$ cat src/rtl/mem_bus_arbiter.sv
// mem_bus_arbiter: shares one memory port between two bus masters.
// Master 0 is the CPU and master 1 is a secondary master such as DMA or debug.
// The winning request is latched, and one valid/ready transaction is run on
// the memory port. A one-cycle ack then returns to the owning master.
// States: IDLE -> ACCESS -> RESP -> IDLE. Every output comes from a register.
// Optional macro ARB_RR_EN selects round-robin arbitration on ties.
// When it is undefined, master 0 wins every tie (fixed priority).
module mem_bus_arbiter #(
  parameter int AW = 32,
  parameter int DW = 32
) (
  input  logic          clk,
  input  logic          reset,
  input  logic          m0_req,
  input  logic          m0_we,
  input  logic [AW-1:0] m0_addr,
  input  logic [DW-1:0] m0_wdata,
  output logic          m0_ack,
  output logic [DW-1:0] m0_rdata,
  input  logic          m1_req,
  input  logic          m1_we,
  input  logic [AW-1:0] m1_addr,
  input  logic [DW-1:0] m1_wdata,
  output logic          m1_ack,
  output logic [DW-1:0] m1_rdata,
  output logic          mem_valid,
  output logic          mem_we,
  output logic [AW-1:0] mem_addr,
  output logic [DW-1:0] mem_wdata,
  input  logic          mem_ready,
  input  logic [DW-1:0] mem_rdata,
  output logic          busy,
  output logic          owner
);

  typedef enum logic [1:0] {
    IDLE   = 2'd0,
    ACCESS = 2'd1,
    RESP   = 2'd2
  } state_t;

  state_t        state_r;
  state_t        state_nxt_s;
  logic          grant_s;
  logic          capture_s;
  logic          winner_s;
  logic [DW-1:0] rdata_r;

  // Pick the master that would win if an arbitration happened this cycle.
  always_comb begin
    winner_s = 1'b0;
`ifdef ARB_RR_EN
    if (m0_req && m1_req) begin
      winner_s = ~owner;
    end else if (m0_req) begin
      winner_s = 1'b0;
    end else begin
      winner_s = 1'b1;
    end
`else
    if (m0_req) begin
      winner_s = 1'b0;
    end else begin
      winner_s = 1'b1;
    end
`endif
  end

  // Compute the next state, the grant strobe and the read-data capture strobe.
  always_comb begin
    state_nxt_s = state_r;
    grant_s     = 1'b0;
    capture_s   = 1'b0;
    case (state_r)
      IDLE: begin
        if (m0_req || m1_req) begin
          state_nxt_s = ACCESS;
          grant_s     = 1'b1;
        end else begin
          state_nxt_s = IDLE;
        end
      end
      ACCESS: begin
        if (mem_ready) begin
          state_nxt_s = RESP;
          capture_s   = ~mem_we;
        end else begin
          state_nxt_s = ACCESS;
        end
      end
      RESP: begin
        // Always pass through IDLE, so a master that drops req after its ack is never granted again.
        state_nxt_s = IDLE;
      end
      default: begin
        state_nxt_s = IDLE;
      end
    endcase
  end

  // State register.
  always_ff @(posedge clk or posedge reset) begin
    if (reset) begin
      state_r <= IDLE;
    end else begin
      state_r <= state_nxt_s;
    end
  end

  // Register the state-decoded control outputs one edge early, so they line up with the state.
  always_ff @(posedge clk or posedge reset) begin
    if (reset) begin
      mem_valid <= 1'b0;
      busy      <= 1'b0;
      m0_ack    <= 1'b0;
      m1_ack    <= 1'b0;
    end else begin
      mem_valid <= (state_nxt_s == ACCESS);
      busy      <= (state_nxt_s != IDLE);
      // owner is already stable by the time ACCESS moves to RESP.
      m0_ack    <= (state_nxt_s == RESP) && !owner;
      m1_ack    <= (state_nxt_s == RESP) && owner;
    end
  end

  // Latch the winner's request at the grant edge and hold it for the whole transaction.
  always_ff @(posedge clk or posedge reset) begin
    if (reset) begin
      owner     <= 1'b1;
      mem_we    <= 1'b0;
      mem_addr  <= {AW{1'b0}};
      mem_wdata <= {DW{1'b0}};
    end else if (grant_s) begin
      owner     <= winner_s;
      mem_we    <= winner_s ? m1_we    : m0_we;
      mem_addr  <= winner_s ? m1_addr  : m0_addr;
      mem_wdata <= winner_s ? m1_wdata : m0_wdata;
    end
  end

  // Shared read-data register. It is loaded only when a read completes.
  always_ff @(posedge clk or posedge reset) begin
    if (reset) begin
      rdata_r <= {DW{1'b0}};
    end else if (capture_s) begin
      rdata_r <= mem_rdata;
    end
  end

  assign m0_rdata = rdata_r;
  assign m1_rdata = rdata_r;

endmodule

$ cat config.mk
export PLATFORM = sky130hd
export DESIGN_NAME = mem_bus_arbiter
export DESIGN_NICKNAME = d
export VERILOG_FILES = /design/src/rtl/mem_bus_arbiter.sv
export SDC_FILE = /design/constraint.sdc
export NUM_CORES = 1
export LEC_CHECK = 0
export CELL_PAD_IN_SITES_DETAIL_PLACEMENT = 1
export CELL_PAD_IN_SITES_GLOBAL_PLACEMENT = 2
export CORE_MARGIN = 2
export CORE_UTILIZATION = 23
export CTS_CLUSTER_DIAMETER = 150
export DETAILED_ROUTE_END_ITERATION = 10
export PLACE_DENSITY = 0.85
export SYNTH_ARGS = -nofsm -noshare
export SYNTH_HDL_FRONTEND = slang
export SYNTH_SLANG_ARGS = --single-unit
$ cat constraint.sdc
create_clock -name clk -period 3.95 [get_ports clk]
set_input_delay 0.395 -clock clk [delete_from_list [all_inputs] [get_ports clk]]
set_output_delay 0.395 -clock clk [all_outputs]
set_load 0.05 [all_outputs]
==> impl_metrics.ini <==
[finish]
drive_gt1_share_pct = 29.8
final_common_cell = clkdlybuf4s50_1
final_cell_mix = clkdlybuf4s50_1, mux2_2, dfrtp_1
design_area_um2 = 8290
area_growth_pct = 66.0
nets = 764
final_core_util_pct = 39.2
diodes = 0

[sta]
fin_ws_ns = 1.86
hold_violations = 0
maxSlewHeadroom_pct = 41.4
tns_ns = 0
drv_slew = 0
setup_violations = 0
rsz0062_at_grt = false
fmax_mhz = 478
tightest_slew_ns = 0.878
skew_ns = 0.0143
period_share_pct = 53.0
min_period_ns = 2.09

[synthesis]
synth_nets = 498
synth_top_area_share_pct = 51.6
synthDistinctLibCells = 17
postSynthAreaPerCell_um2 = 15.1
yosysTopAreaCell = dfrtp_1
synthTopCellsByArea = dfrtp_1, mux2_2, mux2_4, buf_4, mux2_1
synth-seq-cells = 104
ys_seq_area_share_pct = 52.2
synth_warnings = 0
netlist_area_um2 = 4990
syn_inst = 331

[critical_path]
cp-end-kind = primary output
start_kind = flip-flop
path_max_fanout = 3
startpoint = owner$_DFFE_PP1P_
crit_chain = clkdlybuf4s50_1
critPathBufInv = 1
worst_path_largest_cell_delay_ns = 0.82
critPathKind = flip-flop to primary output
reg2regPathDepth = 4
reg2reg_from = state_r[0]$_DFF_PP0_
cp_slowest_cell = clkdlybuf4s50_1
crit_family = buffers and inverters
arrival_ns = 1.70
r2r_end = mem_addr[8]$_DFFE_PP0P_
endpoint = owner
cp.required_ns = 3.56
timing.reg2reg.setup_slack_ns = 2.14
path_depth = 1

[floorplan]
core_um2 = 21200
placementRows = 53
die_x_um = 151
start_util_pct = 23.6
die_area_um2 = 22900
io_pins = 301
die_y_um = 151

[run_status]
status = finished, final reports clean

[detailed_routing]
drtIter0Drc = 59
drc = 0
first_pass_iters = 4
detail-route-antenna-nets = 0
vias_per_cell = 4.14
vias = 3627
finalWirelength_um = 15100
wire_per_inst_um = 17.3

[clock_tree]
htreeDepth = 3
ctsRootBufferMaster = clkbuf_16
cts_sinks = 104
cts_setup_buffers = 0
cts_tree = built
cts_hold_buffers = 0
numCtsBuffers = 9
clk_path_buf_depth = 2
cts.clk_slew.worst_paths_ns = 0.07
cts_resized = 0
clk_latency_ns = 0.35

[global_routing]
grt_first_pass_wirelength_um = 22100
grt_max_degree = 67
grt_pass1_vias = 4096
gr-total-overflow = 0
grt_use_total_pct = 12.7
antenna_found_initial = 0

[placed_design]
post-dp-hpwl_um = 11800
pre_cts_ws_ns = 1.59
port_buffers = 300
dpl_cell_area_um2 = 8010
place.gp.congestion = 0.737

[pwr]
vdd_ir_drop_max_mv = 0.408
leakagePower_nw = 3.36
power_density_nw_per_um2 = 931

[hold_path]
hold_class = flip-flop to flip-flop
min_from = state_r[1]$_DFF_PP0_

[job]
drv_cap = 0
## per-layer routing
layer	vias to the layer above	part of all wire, %	routed length (um)	GRT usage, %
met5	-	0	0	0
met4	0	2.0	301	5.05
li1	1651	-	-	-
met3	19	6.5	978	2.77
met2	133	54	8220	23.3
met1	1824	37	5610	14.1
## through the flow
step                hold WS (ns)  total power [W]  std cells
floorplan                  0.433          0.00533        331
global placement           0.457          0.00683        861
detailed placement         0.478          0.00693        861
CTS                        0.491          0.00783        876
global route               0.518          0.00803        876
finish                     0.485          0.00772        876
## synthesized netlist by cell type, drive strengths merged
master,count
dfrtp,103
mux2i,1
dfstp,1
o21ai,1
and2,2
nand3b,1
nor2,5
nand2,1
inv,3
buf,50
nor3,1
mux2,162
## area by class of cell
| class | count | area, um^2 |
|---|---|---|
| tap | 275 | 344 |
| clock buffer | 10 | 239 |
| timing repair buffer | 305 | 3040 |
| inverter | 3 | 13.8 |
| fill | 2237 | 12900 |
| sequential | 104 | 2600 |
| multi-input combinational | 174 | 2010 |
| clock inverter | 5 | 41.3 |
## how the worst min path moves through the flow
stage,endpoint,slack (ns),cells past startpoint
2_1_floorplan,busy$_DFF_PP0_,0.43,1
3_3_place_gp,busy$_DFF_PP0_,0.46,1
3_5_place_dp,busy$_DFF_PP0_,0.48,1
4_1_cts,busy$_DFF_PP0_,0.49,1
5_1_grt,mem_wdata[4]$_DFFE_PP0P_,0.52,1
6_report,busy$_DFF_PP0_,0.48,1
## report_power, final
group,switching (W),internal [W]
sequential,0.000327,0.00160
clock,0.000407,0.000447
combinational,0.00316,0.00178
## registers in the layout, indices dropped and copies added, names as in the netlist, 2 cells and up
signal     cells
state_r        2
mem_addr      32
m0_rdata      32
mem_wdata     32
## kinds of logic after synthesis
kind of cell	after synthesis	share of synthesized area, %
AOI/OAI and AO/OA	1	0.100
muxes	163	38.9
buffers and inverters	53	7.87
DFF	104	52.2
and+or+nand+nor	10	1.00
No activity file was read; power rests on OpenSTA's default activity.
